## config.mk

```make
export PLATFORM = sky130hd
export DESIGN_NAME = dlfloat_operand_tx
export DESIGN_NICKNAME = d
export VERILOG_FILES = /design/src/rtl/dlfloat_operand_tx.sv
export SDC_FILE = /design/constraint.sdc
export NUM_CORES = 1
export LEC_CHECK = 0
export ABC_AREA = 1
export CAP_MARGIN = 20
export CORE_MARGIN = 5
export CORE_UTILIZATION = 55
export CTS_BUF_LIST = sky130_fd_sc_hd__clkbuf_8 sky130_fd_sc_hd__clkbuf_16
export DETAILED_ROUTE_END_ITERATION = 7
export PLACE_DENSITY = 0.79
export SLEW_MARGIN = 20
export SYNTH_ARGS = -nofsm -noshare
export SYNTH_HDL_FRONTEND = slang
export SYNTH_SLANG_ARGS = --single-unit
```

## constraint.sdc

```tcl
create_clock -name clk -period 3.1 [get_ports clk]
set_clock_uncertainty 0.2 [all_clocks]
set_input_delay 0.62 -clock clk [delete_from_list [all_inputs] [get_ports clk]]
set_output_delay 0.62 -clock clk [all_outputs]
set_load 0.05 [all_outputs]
```

## src/rtl/dlfloat_operand_tx.sv

```systemverilog
`timescale 1ns/1ps
// Two-beat DLFloat16 operand transmitter: buffers (A,B) pairs and drives them on the shared bus
// in lock-step with the receiver's A/B alternation, zero-bubbling empty slots and tagging results.
module dlfloat_operand_tx #(
  parameter int DEPTH      = 4,
  parameter int RESULT_LAT = 4,
  parameter int CNT_W      = 16
) (
  input  logic                      clk,
  input  logic                      rst,
  input  logic                      in_valid,
  output logic                      in_ready,
  input  logic [15:0]               in_a,
  input  logic [15:0]               in_b,
  output logic [15:0]               tx_data,
  output logic                      tx_phase,
  output logic                      tx_real,
  input  logic [15:0]               res_in,
  output logic                      res_valid,
  output logic [15:0]               res_data,
  output logic [$clog2(DEPTH):0]    fifo_count,
  output logic [CNT_W-1:0]          pairs_sent
);
  localparam int AW = $clog2(DEPTH);
  localparam logic [AW:0] FULL = (AW+1)'(DEPTH);

  typedef struct packed {
    logic [15:0] a;
    logic [15:0] b;
  } pair_t;

  typedef enum logic {A_SLOT = 1'b0, B_SLOT = 1'b1} state_e;

  state_e            state_q, state_d;
  pair_t             mem_q [DEPTH];
  logic [AW-1:0]     wr_q, wr_d, rd_q, rd_d;
  logic [AW:0]       cnt_q, cnt_d;
  logic [15:0]       data_q, data_d;
  logic [15:0]       cur_b_q, cur_b_d;
  logic [15:0]       res_data_q, res_data_d;
  logic              real_q, real_d;
  logic              res_vld_q, res_vld_d;
  logic [CNT_W-1:0]  sent_q, sent_d;
  logic [RESULT_LAT-1:0] tag_q, tag_d;

  logic  push, empty, take, pop_mem, wr_en, tag_in;
  pair_t head;

  assign in_ready = (cnt_q != FULL);
  assign push     = in_valid && in_ready;
  assign empty    = (cnt_q == '0);
  assign take     = (state_q == B_SLOT) && (!empty || push);
  assign pop_mem  = (state_q == B_SLOT) && !empty;
  // An empty FIFO hands a pair offered in the B slot straight to the bus; it never gets stored.
  assign wr_en    = push && !(take && empty);
  assign head     = empty ? {in_a, in_b} : mem_q[rd_q];

  always_comb begin
    wr_d  = wr_en   ? wr_q + AW'(1) : wr_q;
    rd_d  = pop_mem ? rd_q + AW'(1) : rd_q;
    cnt_d = cnt_q + (AW+1)'(wr_en) - (AW+1)'(pop_mem);
  end

  always_comb begin
    state_d = state_q;
    data_d  = data_q;
    cur_b_d = cur_b_q;
    real_d  = real_q;
    sent_d  = sent_q;
    tag_in  = 1'b0;
    case (state_q)
      A_SLOT: begin
        state_d = B_SLOT;
        data_d  = cur_b_q;
        tag_in  = real_q;
        if (real_q) sent_d = sent_q + CNT_W'(1);
      end
      B_SLOT: begin
        state_d = A_SLOT;
        if (take) begin
          data_d  = head.a;
          cur_b_d = head.b;
          real_d  = 1'b1;
        end else begin
          data_d  = '0;
          cur_b_d = '0;
          real_d  = 1'b0;
        end
      end
    endcase
  end

  always_comb begin
    tag_d    = '0;
    tag_d[0] = tag_in;
    for (int i = 1; i < RESULT_LAT; i++) tag_d[i] = tag_q[i-1];
    res_vld_d  = tag_q[RESULT_LAT-1];
    res_data_d = tag_q[RESULT_LAT-1] ? res_in : res_data_q;
  end

  always_ff @(posedge clk or negedge rst) begin
    if (!rst) begin
      state_q    <= A_SLOT;
      wr_q       <= '0;
      rd_q       <= '0;
      cnt_q      <= '0;
      data_q     <= '0;
      cur_b_q    <= '0;
      real_q     <= 1'b0;
      sent_q     <= '0;
      tag_q      <= '0;
      res_vld_q  <= 1'b0;
      res_data_q <= '0;
    end else begin
      state_q    <= state_d;
      wr_q       <= wr_d;
      rd_q       <= rd_d;
      cnt_q      <= cnt_d;
      data_q     <= data_d;
      cur_b_q    <= cur_b_d;
      real_q     <= real_d;
      sent_q     <= sent_d;
      tag_q      <= tag_d;
      res_vld_q  <= res_vld_d;
      res_data_q <= res_data_d;
    end
  end

  always_ff @(posedge clk) begin
    if (wr_en) mem_q[wr_q] <= {in_a, in_b};
  end

  assign tx_data    = data_q;
  assign tx_phase   = state_q;
  assign tx_real    = real_q;
  assign res_valid  = res_vld_q;
  assign res_data   = res_data_q;
  assign fifo_count = cnt_q;
  assign pairs_sent = sent_q;

endmodule

```

==> impl_results.md, run 1 <==
* Iter 0 DRT Violations at 642
* Top cell type's share of synthesized area at 45.45%
* Final worst path period share at 89.59%
* Final nets at 945
* Register Area at 5797 µm²
* Synth area leaders: edfxtp_1, dfrtp_1, nand2_1
* Grt total ovfl at 0
* Synth Warn # at 0
* Root Driver: clkbuf_16
* Top sig layer: met4
* All-Layer GR Usage at 20.90%
* Total CTS buffers at 22
* Net Count, Synth at 835
* Simple-gate portion of the synthesized area at 22.74%
* Largest family of logic cells by synthesized area: simple AND/OR/NAND/NOR gates
* RSZ-0062 raised after global routing: false
* Vias at 5761
* Vias in the first global route at 5770
* DRT antenna net count at 0
* Initial core utilization at 55.84%
* Status: finished, final reports clean
* Synthesized flop and latch total at 206
* Min Clock Period, post-route at 2777 ps
* Core region area at 15150 µm²
* First-pass GRT wire length at 29.88 mm
* Synth top cells by count: nand2_1, edfxtp_1, dfrtp_1
* Slew headroom at 39.70%
* Post-Route Utilization at 69.43%
* Area growth syn-to-layout at 24.35%
* Cells after Synth at 776
* Pwr Total at 10.60 mW
* Multi-input logic area at 2374 µm²
* Share of cells above drive strength 1 at 9.091%
* DIE HEIGHT at 134 µm
* Clock H-tree levels at 1
* EDFF count, synth at 128
* P_sw at 3.922 mW
* Post-Place Cells at 1050
* Critical Path End Type: primary output
* CTS tree: built
* # IOs at 106
* Sw Ratio at 37.00%
* Comb power frac at 36.5%
* Post-CTS sizing at 0
* Pin count of the biggest net entering global routing at 66
* Most frequent cell after synthesis: nand2_1
* Vias per cell at 5.280
* Met2 routed WL at 9.693 mm
* CP max FO at 4
* Final Cell Area at 10520 µm²
* HPWL after DPL at 10.92 mm
* Async S/R FF share, synth at 37.86%
* Crit Path Class: reg2out
* Synth unique cells at 28
* Post-DP Area at 9722 µm²
* Register area share after synthesis at 68.53%
* Synthesized-area fraction occupied by adder cells at 1.272%
* Internal power at 6.679 mW
* Die Wd at 134 µm
* Filler cells at 1042
* Met3 WL post-DR at 972 µm
* IO buf count at 105
* Die area at 17960 µm²
* Post-Synthesis Cell Area at 8457 µm²
* Share of power burned in registers at 37.0%
* # setup viols final at 0
* Hold WS at 10.80 ps
* Fin cells at 1091
* Initial antenna violation count at 1
* Synth Area in Compound Gates at 0.2515%
* Clk sinks at 206
* Wirelength, routed at 18.56 mm
* Max Slew Vio Count at 0
* Setup Buffers After CTS at 0
* Rows at 45
* Cell Pwr Density at 1008 nW/µm²
* Critical Path AT at 1960 ps
* Iteration count of the initial detailed-routing pass at 5
* XOR/XNOR share of the synthesized area at 1.553%
* Slew at the pin closest to its max-slew limit at 899.0 ps
* Syn_area_per_cell at 10.90 µm²
* Critical Path RT at 2280 ps
* WL/cell at 17.01 µm
* Max cap viols at 0
* Synth Flop Type: edfxtp_1
* Maximum VDD drop at 0.0008063 V
* M1 wire length at 7.431 mm
* Mux share of post-synthesis cell area at 2.130%
* Placer Congestion at 0.7567
* Clock power frac at 26.5%
* Startpoint Class: register
* Lkg Pwr at 4.441 nW
* R2r worst-path depth at 10
* Clk pin slew, worst setup/hold paths at 60 ps
* Final Hold Vio Count at 0
* Residual DRC at 0
* Worst skew pair latency at 490 ps
* Fmax at 360.1 MHz
* Max clock buf depth at 3
* # hold bufs at CTS at 0
* Leading area contributor after synthesis: edfxtp_1
* Min-delay worst type: in2async
-- cells in the final DEF, fill, tap and decap left out --
cell type and count:
a21oi_1 1, buf_12 3, buf_4 14, bufinv_16 5, clkbuf_16 23, clkbuf_8 1
clkdlybuf4s50_1 104, clkinv_1 3, clkinv_2 2, clkinvlp_4 1, dfrtp_1 77, dfrtp_2 1
diode_2 1, edfxtp_1 128, fa_1 1, ha_1 7, inv_1 30, inv_4 2
inv_6 1, mux2_2 16, nand2_1 308, nand2_2 1, nand2_4 1, nand3_1 77
nand3_2 2, nand3_4 1, nand3b_1 1, nand4_1 7, nor2_1 59, nor2_2 5
nor2_4 2, nor3_1 2, o21ai_4 1, xnor2_1 8, xor2_1 7
-- per-layer routing --
layer,vias up,global-route usage [%]
met1,2775,26.98
met4,0,6.171
met5,-,0
met2,171,36.64
li1,2782,-
met3,33,3.451
-- metrics by stage --
step	setup WS, ps	TNS [ps]
after floorplan	-359.5	-46020
after global placement	396.5	0
after detailed placement	351.0	0
after CTS	293.2	0
after global routing	229.6	0
final	322.8	0
-- area by class of cell --
cell class                      instances  share of cell area, %
Clock buffer                           24                  5.604
Multi-Input combinational cell        507                  22.57
Tap cell                              188                  2.237
Sequential cell                       206                  55.12
Antenna cell                            1                0.02380
Timing Repair Buffer                  121                  11.47
Inverter                               28                  1.047
Clock inverter                         16                  1.927
-- worst paths after layout --
| kind | endpoint | from | slack (ps) |
|---|---|---|---|
| min in group clk | tag_q[2] | tag_q[1] | 150 |
| worst min register to register | tag_q[2] | tag_q[1] | 150 |
| worst max-delay path | in_ready | fifo_count[1] | 320 |
| worst min-delay path | res_data[9] | rst | 10 |
| max in group asynchronous | pairs_sent[6] | rst | 1980 |
| worst max register to register | fifo_count[2] | fifo_count[1] | 580 |
-- sequential cells by signal, indices dropped and copies added (netlist names), 2 cells and up --
signal      count
wr_q            2
tx_data        16
cur_b_q        16
fifo_count      3
rd_q            2
pairs_sent     16
res_data       16
tag_q           4
mem_q         128
-- logic make-up (layout without fill, tap and decap cells) --
group           Yosys count  count (layout)
fa+ha+maj                 8               8
compound gates            2               2
simple gates            466             466
other cells               0               1
xor+xnor                 15              15
buf+inv                  63             189
mux                      16              16
flops                   206             206
-- power by group through the flow --
stage / Sequential, mW / Combinational, mW / Clock, mW
6_report: 3.92 / 3.87 / 2.81
5_1_grt: 3.99 / 4.29 / 2.96
4_1_cts: 3.92 / 3.90 / 2.84
3_5_place_dp: 3.97 / 3.86 / 0
3_3_place_gp: 3.94 / 3.76 / 0
2_1_floorplan: 4.68 / 1.96 / 0
-- critical path, cell delays in order (launching register included) --
cell	delay (ps)
dfrtp_1	480
nor2_4	80
nand2_1	100
clkdlybuf4s50_1	810
Note: power is estimated with default switching activity, not from simulation.
==> run 2, diff against run 1 <==
--- a/config.mk
+++ b/config.mk
@@ -10,6 +10,7 @@
 export CORE_MARGIN = 5
 export CORE_UTILIZATION = 55
 export CTS_BUF_LIST = sky130_fd_sc_hd__clkbuf_8 sky130_fd_sc_hd__clkbuf_16
+export CTS_CLUSTER_DIAMETER = 150
 export DETAILED_ROUTE_END_ITERATION = 7
 export PLACE_DENSITY = 0.79
 export SLEW_MARGIN = 20
==> results of run 2 <==
No change in the layout: final DEF, timing and power equal those of run 1.
==> RTL change, RTL diff (settings of run 1) <==
Set the parameter `RESULT_LAT` to 3 (it was 4).
--- a/src/rtl/dlfloat_operand_tx.sv
+++ b/src/rtl/dlfloat_operand_tx.sv
@@ -4,5 +4,5 @@
 module dlfloat_operand_tx #(
   parameter int DEPTH      = 4,
-  parameter int RESULT_LAT = 4,
+  parameter int RESULT_LAT = 3,
   parameter int CNT_W      = 16
 ) (
Function: changed (a bounded check fails within 10 cycles, from zero or initial values and one cycle with rst low).
==> RTL change against run 1 <==
  * Worst setup slack improved by 0.041 ns
  * Hold slack better by 0.14 ns
  * Global-route usage decreased by 0.55 points
  * Maximum frequency increased by 1.5%
  * Synthesized area decreased by 1.8%
  * Total power is 4.7% lower
  * Routed wire length decreased by 3.8%
  * Sequential cell count fell by 1
  * Count of clock-buffer cells in the layout decreased by 2
  * Design area shrank 2.5%
  * Critical path type unchanged
==> RTL change: results (changes against run 1) <==
synth:
  synth_common_cells: "197 x nand2_1, 128 x edfxtp_1, 77 x dfrtp_1"  # was 308 x nand2_1, 128 x edfxtp_1, 78 x dfrtp_1
  synthTopCellsByArea: "edfxtp_1 46%, dfrtp_1 23%, nand2_1 8.9%"  # was edfxtp_1 45%, dfrtp_1 23%, nand2_1 14%
  muxShareOfSynthArea_pct: 2.17  # was 2.13%
  synth_compound_area_share_pct: 5.78  # was 0.252%
  synth.distinct_cells: 34  # was 28
  synth-xor-area-share_pct: 1.58  # was 1.55%
  synth_nets: 748  # was 835
  synthAdderAreaFrac_pct: 1.30  # was 1.27%
  yosysSeqAreaShare_pct: 69.5  # was 68.5%
  async_reset_ff_share_pct: 37.6  # was 37.9%
  synth-edff-count: 128  # unchanged
worst_hold_path:
  whs_path_depth: 0
  hold_start: "tag_q[0]"
  hp-class: "flop to flop"  # was input pin to async pin
  hold_end: "tag_q[1]"
global_routing:
  grt_pass1_wl_microns: 29100  # was 29900 microns
  grt_usage_pct: 20.3  # was 20.9%
  antenna_found_initial: 0  # was 1
  grt_pass1_vias: 5768  # was 5770
  grt_max_degree: 66  # unchanged
setup_path:
  timing.rr.end: "fifo_count[2]"  # unchanged
  reg2reg_slack_ns: 0.84  # was 0.58 ns
  arrival_ns: 1.92  # was 1.96 ns
  worst-r2r-cell-count: 9  # was 10
sta:
  worst_slew_pin_slew_ns: 0.731  # was 0.899 ns
  hold_ws_ns: 0.147  # was 0.0108 ns
clock_network:
  cts_buffers: 21  # was 22
  clockRootBuffer: "clkbuf_16"  # unchanged
  cts_hold_buf: 1  # was 0
  clk_pin_slew_ns: 0.06  # about the same
  cts_buffer_depth: 3  # unchanged
power:
  leakagePower_nw: 4.09  # was 4.44 nW
  peakVddDrop_mv: 0.512  # was 0.806 mV
placement:
  dp_slack_ns: 0.369  # was 0.351 ns
  place_area_sq_mm: 0.00956  # was 0.00972 sq mm
  dp_hpwl_microns: 10500  # was 10900 microns
  port_buffers: 105  # unchanged
  place_congestion: 0.807  # was 0.757
final_layout:
  final_layout_size_suffix_gt1_share_pct: 9.77  # was 9.09%
  nNetsFinal: 853  # was 945
  diodes: 0  # was 1
  top_register: "mem_q"  # unchanged
  nFillCells: 1033  # was 1042
detailed_routing:
  initialDrtViolationCount: 411  # was 642
  drt_first_pass_iters: 5  # unchanged
  routed_via_density: 5.49  # was 5.28
  wire_per_inst_microns: 17.9  # was 17.0 microns
run_status:
  status: "finished clean"  # unchanged
-- RTL change: cell types whose count changed in the layout (fill, tap and decap cells not counted), moves of 14 or more --
cell and delta:
nand2_1 -111, nor2_1 -45, o21ai_0 +24, a21boi_0 +14
o21ai_1 +22
-- RTL change: worst max-delay path by stage --
| stage | slack (ns) | depth (start not counted) | to | startpoint |
|---|---|---|---|---|
| detailed placement | 0.37 | 8 | fifo_count[2] | in_valid |
| global placement | 0.43 | 8 | fifo_count[1] | in_valid |
| global route | 0.27 | 3 | in_ready | fifo_count[1] |
| CTS | 0.33 | 3 | in_ready | fifo_count[1] |
| finish | 0.36 | 3 | in_ready | fifo_count[1] |
| floorplan | -0.36 | 4 | mem_q[0][0] | fifo_count[1] |
-- RTL change: metrics by stage --
step / TNS, ns / cells
floorplan: -45.69 / 689
global placement: 0 / 958
detailed placement: 0 / 958
CTS: 0 / 997
global route: 0 / 997
finish: 0 / 997
-- RTL change: kinds of logic (layout without fill, tap and decap cells) --
logic type | count (synthesis) | after routing
and+or+nand+nor | 307 | 307
adders and majority gates | 8 | 8
AOI/OAI and AO/OA | 80 | 80
buffers and inverters | 58 | 178
DFF | 205 | 205
xor gates and xnor gates | 15 | 15
muxes | 16 | 16
-- RTL change: power breakdown --
| part | internal [mW] | switching, mW |
|---|---|---|
| sequential | 3.65 | 0.286 |
| clock | 1.50 | 0.964 |
| combinational | 1.24 | 2.46 |
| total | 6.40 | 3.71 |
-- RTL change: routing by layer --
layer / vias to the layer above / part of all wire, % / global-route usage [%]
met5: - / 0 / 0
met4: 0 / 1.8 / 5.66
met3: 23 / 6.8 / 4.22
met2: 196 / 50 / 36.0
met1: 2674 / 41 / 25.4
li1: 2576 / - / -
-- RTL change: cell type report --
type	count	area [sq um]	share of cell area, %
multi-input cells	426	2260	22.1
repair buffers	116	1210	11.8
inverters	24	92.6	0.903
flip-flops and latches	205	5770	56.3
clock buffers	22	539	5.26
well taps	188	235	2.29
clock inverters	16	146	1.43
-- RTL change: critical path, cell delays in order (launching register included) --
cell and delay (ns):
dfrtp_1 0.44, nor2_2 0.18, nand2_1 0.10, clkdlybuf4s50_1 0.71
